[src/rtl/pc_fetch_if.sv]
// Instruction-memory fetch handshake between the fetch unit (master) and instruction memory (slave).
interface pc_fetch_if;
    logic        o_imem_req;
    logic        i_imem_ready;
    logic [31:0] o_pc;
    logic        o_fetch_done;
    logic        o_busy;
    logic        o_adel;

    modport master (
        output o_imem_req,
        output o_pc,
        output o_fetch_done,
        output o_busy,
        output o_adel,
        input  i_imem_ready
    );

    modport slave (
        input  o_imem_req,
        input  o_pc,
        input  o_fetch_done,
        input  o_busy,
        input  o_adel,
        output i_imem_ready
    );
endinterface

[src/rtl/pc_fetch_unit.sv]
// Fetch PC register with imem handshake, delay-slot control flow, exception/ERET vectoring,
// a one-entry pending-redirect latch and fetch-address fault detection.
module pc_fetch_unit #(
    parameter logic [31:0] RESET_PC   = 32'h0000_3000,
    parameter logic [31:0] EXC_VEC    = 32'h0000_4180,
    parameter logic [31:0] IMEM_BASE  = 32'h0000_3000,
    parameter int unsigned IMEM_BYTES = 16384,
    parameter int          BR_W       = 4
) (
    input  logic            clk,
    input  logic            reset,
    input  logic            i_stall,
    input  logic [BR_W-1:0] i_branch,
    input  logic            i_cond,
    input  logic [25:0]     i_imm26,
    input  logic [31:0]     i_jr_addr,
    input  logic [31:0]     i_pc4_d,
    input  logic            i_exc,
    input  logic            i_eret,
    input  logic [31:0]     i_epc,
    pc_fetch_if.master      io_imem
);

    typedef enum logic [1:0] {
        CLS_NONE = 2'd0,
        CLS_BR   = 2'd1,
        CLS_ERET = 2'd2,
        CLS_EXC  = 2'd3
    } redir_cls_t;

    logic [31:0] r_pc;
    logic        r_req;
    logic        r_adel;
    redir_cls_t  r_pend_cls;
    logic [31:0] r_pend_tgt;

    logic        w_fetch_done;
    logic        w_advance;
    logic        w_is_cond;
    logic        w_is_jump;
    logic        w_is_jreg;
    logic        w_d_valid;
    logic [31:0] w_d_target;
    redir_cls_t  w_new_cls;
    logic [31:0] w_new_tgt;
    logic [31:0] w_pc_next;
    logic [31:0] w_off;
    logic        w_adel_next;
    redir_cls_t  w_pend_cls_next;
    logic [31:0] w_pend_tgt_next;

    assign w_fetch_done = r_req & io_imem.i_imem_ready;
    assign w_advance    = w_fetch_done & ~i_stall;

    // Kinds 1-6 are conditional branches, 7/8 absolute jumps, 9/10 register jumps.
    assign w_is_cond = (i_branch >= BR_W'(1)) && (i_branch <= BR_W'(6));
    assign w_is_jump = (i_branch == BR_W'(7)) || (i_branch == BR_W'(8));
    assign w_is_jreg = (i_branch == BR_W'(9)) || (i_branch == BR_W'(10));
    assign w_d_valid = ~i_stall & (w_is_jump | w_is_jreg | (w_is_cond & i_cond));

    always_comb begin
        w_d_target = i_pc4_d + {{14{i_imm26[15]}}, i_imm26[15:0], 2'b00};
        if (w_is_jump) begin
            w_d_target = {i_pc4_d[31:28], i_imm26, 2'b00};
        end else if (w_is_jreg) begin
            w_d_target = i_jr_addr;
        end
    end

    // Highest-priority redirect arriving this cycle; exception beats ERET beats D-stage.
    always_comb begin
        w_new_cls = CLS_NONE;
        w_new_tgt = w_d_target;
        if (i_exc) begin
            w_new_cls = CLS_EXC;
            w_new_tgt = EXC_VEC;
        end else if (i_eret) begin
            w_new_cls = CLS_ERET;
            w_new_tgt = i_epc;
        end else if (w_d_valid) begin
            w_new_cls = CLS_BR;
        end
    end

    always_comb begin
        w_pc_next = r_pc + 32'd4;
        if (i_exc || i_eret) begin
            w_pc_next = w_new_tgt;
        end else if (r_pend_cls != CLS_NONE) begin
            w_pc_next = r_pend_tgt;
        end else if (w_d_valid) begin
            w_pc_next = w_d_target;
        end
    end

    // Window check relies on unsigned wrap: anything below IMEM_BASE becomes a huge offset.
    assign w_off       = w_pc_next - IMEM_BASE;
    assign w_adel_next = (w_pc_next[1:0] != 2'b00) || (w_off >= 32'(IMEM_BYTES));

    always_comb begin
        w_pend_cls_next = r_pend_cls;
        w_pend_tgt_next = r_pend_tgt;
        if (w_advance) begin
            // A D-stage redirect losing to a consumed pending entry is kept for the next fetch.
            if (!i_exc && !i_eret && (r_pend_cls != CLS_NONE) && w_d_valid) begin
                w_pend_cls_next = CLS_BR;
                w_pend_tgt_next = w_d_target;
            end else begin
                w_pend_cls_next = CLS_NONE;
            end
        end else if ((w_new_cls != CLS_NONE) && (w_new_cls >= r_pend_cls)) begin
            w_pend_cls_next = w_new_cls;
            w_pend_tgt_next = w_new_tgt;
        end
    end

    always_ff @(posedge clk) begin
        if (reset) begin
            r_pc       <= RESET_PC;
            r_req      <= 1'b0;
            r_adel     <= 1'b0;
            r_pend_cls <= CLS_NONE;
            r_pend_tgt <= 32'd0;
        end else begin
            r_req      <= 1'b1;
            r_pend_cls <= w_pend_cls_next;
            r_pend_tgt <= w_pend_tgt_next;
            if (w_advance) begin
                r_pc   <= w_pc_next;
                r_adel <= w_adel_next;
            end
        end
    end

    assign io_imem.o_imem_req   = r_req;
    assign io_imem.o_pc         = r_pc;
    assign io_imem.o_fetch_done = w_fetch_done;
    assign io_imem.o_busy       = r_req & ~io_imem.i_imem_ready;
    assign io_imem.o_adel       = r_adel;

endmodule

[src/flat_wrapper.sv]
// flat-port wrapper written by rule: the top's interface ports become plain ports
module pc_fetch_unit_flat 
#(
    parameter logic [31:0] RESET_PC   = 32'h0000_3000,
    parameter logic [31:0] EXC_VEC    = 32'h0000_4180,
    parameter logic [31:0] IMEM_BASE  = 32'h0000_3000,
    parameter int unsigned IMEM_BYTES = 16384,
    parameter int          BR_W       = 4
)
  (clk, reset, i_stall, i_branch, i_cond, i_imm26, i_jr_addr, i_pc4_d, i_exc, i_eret, i_epc, io_imem_o_imem_req, io_imem_o_pc, io_imem_o_fetch_done, io_imem_o_busy, io_imem_o_adel, io_imem_i_imem_ready);
  pc_fetch_if io_imem_i ();
  input  logic clk;
  input  logic reset;
  input  logic i_stall;
  input  logic [BR_W-1:0] i_branch;
  input  logic i_cond;
  input  logic [25:0] i_imm26;
  input  logic [31:0] i_jr_addr;
  input  logic [31:0] i_pc4_d;
  input  logic i_exc;
  input  logic i_eret;
  input  logic [31:0] i_epc;
  output wire logic [$bits(io_imem_i.o_imem_req)-1:0] io_imem_o_imem_req;
  output wire logic [$bits(io_imem_i.o_pc)-1:0] io_imem_o_pc;
  output wire logic [$bits(io_imem_i.o_fetch_done)-1:0] io_imem_o_fetch_done;
  output wire logic [$bits(io_imem_i.o_busy)-1:0] io_imem_o_busy;
  output wire logic [$bits(io_imem_i.o_adel)-1:0] io_imem_o_adel;
  input wire logic [$bits(io_imem_i.i_imem_ready)-1:0] io_imem_i_imem_ready;
  assign io_imem_o_imem_req = io_imem_i.o_imem_req;
  assign io_imem_o_pc = io_imem_i.o_pc;
  assign io_imem_o_fetch_done = io_imem_i.o_fetch_done;
  assign io_imem_o_busy = io_imem_i.o_busy;
  assign io_imem_o_adel = io_imem_i.o_adel;
  assign io_imem_i.i_imem_ready = io_imem_i_imem_ready;
  pc_fetch_unit #(.RESET_PC(RESET_PC), .EXC_VEC(EXC_VEC), .IMEM_BASE(IMEM_BASE), .IMEM_BYTES(IMEM_BYTES), .BR_W(BR_W)) u_core (.clk(clk), .reset(reset), .i_stall(i_stall), .i_branch(i_branch), .i_cond(i_cond), .i_imm26(i_imm26), .i_jr_addr(i_jr_addr), .i_pc4_d(i_pc4_d), .i_exc(i_exc), .i_eret(i_eret), .i_epc(i_epc), .io_imem(io_imem_i));
endmodule
[config.mk]
export PLATFORM = sky130hd
export DESIGN_NAME = pc_fetch_unit_flat
export DESIGN_NICKNAME = d
export VERILOG_FILES = /design/src/rtl/pc_fetch_if.sv /design/src/rtl/pc_fetch_unit.sv /design/src/flat_wrapper.sv
export SDC_FILE = /design/constraint.sdc
export NUM_CORES = 1
export LEC_CHECK = 0
export BUFFER_PORTS_ARGS = -buffer_cell sky130_fd_sc_hd__buf_2
export CAP_MARGIN = 20
export CORE_MARGIN = 10
export CORE_UTILIZATION = 47
export CTS_CLUSTER_SIZE = 30
export DETAILED_ROUTE_END_ITERATION = 10
export PLACE_DENSITY = 0.72
export SLEW_MARGIN = 20
export SYNTH_ARGS = -nofsm -noshare
export SYNTH_HDL_FRONTEND = slang
export SYNTH_SLANG_ARGS = --single-unit
[constraint.sdc]
create_clock -name clk -period 4.95 [get_ports clk]
set_clock_uncertainty 0.2 [all_clocks]
set_input_delay 0.99 -clock clk [delete_from_list [all_inputs] [get_ports clk]]
set_output_delay 0.99 -clock clk [all_outputs]
set_load 0.05 [all_outputs]
==> impl_metrics.json <==
{
  "outcome": "complete, no violations",
  "muxShareOfSynthArea": 0.0161,
  "leakage_nw": 3.57,
  "critPathKind": "input pin to flop",
  "cts_resized": 0,
  "antenna_left": 0,
  "finalPower_w": 0.00231,
  "cp_max_fo": 4,
  "synth_top_family_by_area": "compound AO/OA/AOI/OAI gates",
  "layout_worst_path_cycle_share": 0.885,
  "cp-startpoint": "i_imm26[0]",
  "h-tree-depth": 3,
  "syn2layout_area_growth_pct": 19.5,
  "ir_worst_vdd_v": 0.000200,
  "cts_tree": "done",
  "setup-tns-final_ns": 0,
  "grt_antenna_before_repair": 1,
  "crit_path_end_kind": "flop",
  "maxSlewViolCount": 0,
  "rsz0062_at_grt": "false",
  "cts-root-buf": "clkbuf_16",
  "final_common_cell": "buf_2",
  "synth_cells": 1012,
  "reg2regPathDepth": 12,
  "synth-compound-area-share": 0.356,
  "drc": 0,
  "power.density_nw_per_um2": 277,
  "crit_path_end": "u_core.io_imem.o_adel$_SDFFE_PP0P_",
  "synth_area_um2": 6980,
  "drtIter0Drc": 1109,
  "relSlewSlack": 0.472,
  "fin_cells": 1332,
  "crit_buf_inv": 1,
  "critPathMaxStageDelay_ns": 0.49,
  "worstMarginPinSlew_ns": 0.792,
  "synth_edf_count": 0,
  "synthSimpleGateAreaFrac": 0.260,
  "setup_viol": 0,
  "cts_buffers": 9,
  "drv_cap": 0,
  "hold_class": "flop to flop",
  "synth_fa_ha_area_frac": 0.0602,
  "port-buffer-count": 168,
  "synth_top_area_share": 0.195,
  "num-fill-cells": 1447,
  "placed_area_um2": 7990,
  "ctsHoldBuffers": 0,
  "dp_hpwl_um": 20700,
  "critical_path_depth": 14,
  "final_cell_mix": "buf_2, nor2_1, nand2_1, a21oi_1, o21ai_0",
  "hold_viol": 0,
  "clkLatencyLatePin_ns": 0.34,
  "grt_overflow": 0,
  "clk_pin_slew_ns": 0.06,
  "path_cells": "buf_2 -> ha_1 -> fa_1 -> a21oi_1 -> o211ai_1 -> a22o_1 -> o22a_1 -> xor2_1 -> a21oi_1 -> a221oi_1 -> a2111oi_0 -> and4_1 -> a41o_1 -> o31ai_1",
  "dieHeight_um": 142,
  "dieArea_um2": 20100,
  "routed_wl_um": 27700,
  "cp.required_ns": 4.97,
  "grt_use_total": 0.265,
  "path_delay_family": "compound AO/OA/AOI/OAI gates",
  "syn_avg_cell_area_um2": 6.90,
  "worstSetupStartpointType": "input pin",
  "synth_area_leaders": "dfxtp_1, nor2_1, a21oi_1",
  "initial_core_util": 0.481,
  "vias_per_cell": 6.47,
  "synth-async-reset-ratio": 0,
  "grt_max_degree": 76,
  "yosys_most_used_dff": "dfxtp_1",
  "routedWlPerCell_um": 20.8,
  "dr.pass1.iters": 6,
  "place_congestion": 0.983,
  "synth-xor-area-share": 0.0614,
  "ys_ff_latch": 68,
  "worstReg2RegEnd": "u_core.io_imem.o_adel$_SDFFE_PP0P_",
  "core_um2": 14500,
  "reg2reg_from": "u_core.io_imem.o_pc[3]$_SDFFE_PP0P_",
  "drive_above_1_share": 0.199,
  "n_antenna_cell": 0,
  "die_x_um": 142,
  "synth.distinct_cells": 72,
  "grt_pass1_wl_um": 43500,
  "numClockSinks": 68,
  "num_vias": 8617,
  "crit_arrival_ns": 4.40,
  "ys_seq_area_frac": 0.195,
  "fmax_mhz": 228,
  "final_cell_area_um2": 8340,
  "nets": 1309,
  "cts_setup_buffers": 0,
  "period_minus_slack_ns": 4.38,
  "clockBufferDepth": 2,
  "crit_slowest_cell": "a2111oi_0",
  "crit_path_frequent_cell": "a21oi_1",
  "dpl.cell_count": 1316,
  "placement_rows": 44,
  "yosys_warnings": 0,
  "r2r_setup_slack_ns": 1.44,
  "ios": 169,
  "synth_nets": 1178,
  "grt_pass1_vias": 8079,
  "synth_largest_area_cell": "dfxtp_1"
}
-- registers in the layout, summed over array words and instances (netlist names) --
| register | cells |
|---|---|
| u_core.io_imem.o_adel | 1 |
| u_core.r_pend_cls | 2 |
| u_core.r_pend_tgt | 32 |
| u_core.io_imem.o_pc | 32 |
| u_core.io_imem.o_imem_req | 1 |
-- per-layer routing --
metal / vias to the layer above / share of wire / global-route usage
met5: - / 0 / 0
met4: 0 / 0.038 / 0.111
met3: 66 / 0.097 / 0.0641
met2: 478 / 0.45 / 0.415
met1: 4005 / 0.41 / 0.340
li1: 4068 / - / -
-- cell type report --
type,count,area (um2),share of cell area
multi-input cells,853,5280,0.633
well taps,184,230,0.0276
inverters,15,56.3,0.00675
clock buffers,12,256,0.0307
flip-flops and latches,68,1360,0.163
repair buffers,196,1060,0.127
clock inverters,4,95.1,0.0114
-- worst min-delay path by stage --
stage	cells past startpoint	end	start
floorplan	2	u_core.r_pend_tgt[1]$_SDFFE_PP0P_	u_core.r_pend_tgt[1]$_SDFFE_PP0P_
detailed placement	2	u_core.r_pend_tgt[14]$_SDFFE_PP0P_	u_core.r_pend_tgt[14]$_SDFFE_PP0P_
finish	2	u_core.r_pend_tgt[1]$_SDFFE_PP0P_	u_core.r_pend_tgt[1]$_SDFFE_PP0P_
global placement	2	u_core.r_pend_tgt[1]$_SDFFE_PP0P_	u_core.r_pend_tgt[1]$_SDFFE_PP0P_
global route	2	u_core.r_pend_tgt[14]$_SDFFE_PP0P_	u_core.r_pend_tgt[14]$_SDFFE_PP0P_
CTS	2	u_core.r_pend_tgt[14]$_SDFFE_PP0P_	u_core.r_pend_tgt[14]$_SDFFE_PP0P_
-- synthesized netlist by cell type, types with 3 or more instances --
cell type,number
nor2_1,121
nand2_1,111
a21oi_1,90
o21ai_0,73
dfxtp_1,68
clkbuf_1,62
ha_1,32
xor2_1,31
nand3_1,30
nor3_1,30
a211oi_1,21
a31oi_1,21
o211ai_1,21
and3_1,19
o221ai_1,19
xnor2_1,18
nand4_1,16
a22oi_1,15
inv_1,15
a21o_1,12
o22ai_1,12
or3_1,11
a221oi_1,10
buf_2,9
mux2i_1,9
a311oi_1,8
and4_1,8
nand2b_1,8
and2_1,7
nor2b_1,7
o211a_1,7
a221o_1,6
a22o_1,6
o21a_1,6
o22a_1,6
o31ai_1,6
nor4_1,5
buf_1,4
nor3b_1,4
o2111ai_1,4
o21bai_1,3
-- power breakdown --
part,internal (W),switching (W)
combinational,0.000328,0.000572
sequential,0.000601,0.0000383
clock,0.000519,0.000255
total,0.00145,0.000866
-- metrics by stage --
stage,hold slack (ns),util,worst slack (ns)
floorplan,0.232,-,0.825
global placement,0.238,0.550,0.368
detailed placement,0.245,0.550,0.310
CTS,0.253,0.574,0.649
global route,0.276,0.574,0.358
finish,0.249,0.574,0.569
-- cells by family (layout without fill, tap and decap cells) --
logic type | after synthesis | after routing
flip-flops | 68 | 68
XOR/XNOR | 49 | 49
buffers and inverters | 91 | 227
adder cells (fa/ha/maj) | 33 | 33
AND/OR/NAND/NOR | 388 | 388
multiplexers | 11 | 11
AO/OA/AOI/OAI | 372 | 372
-- worst min-delay path, cell delays in order, from the launching register on --
cell and delay [ns]:
dfxtp_1 0.30, nand2_1 0.05, a21oi_1 0.05
(Power assumes the default switching activity.)
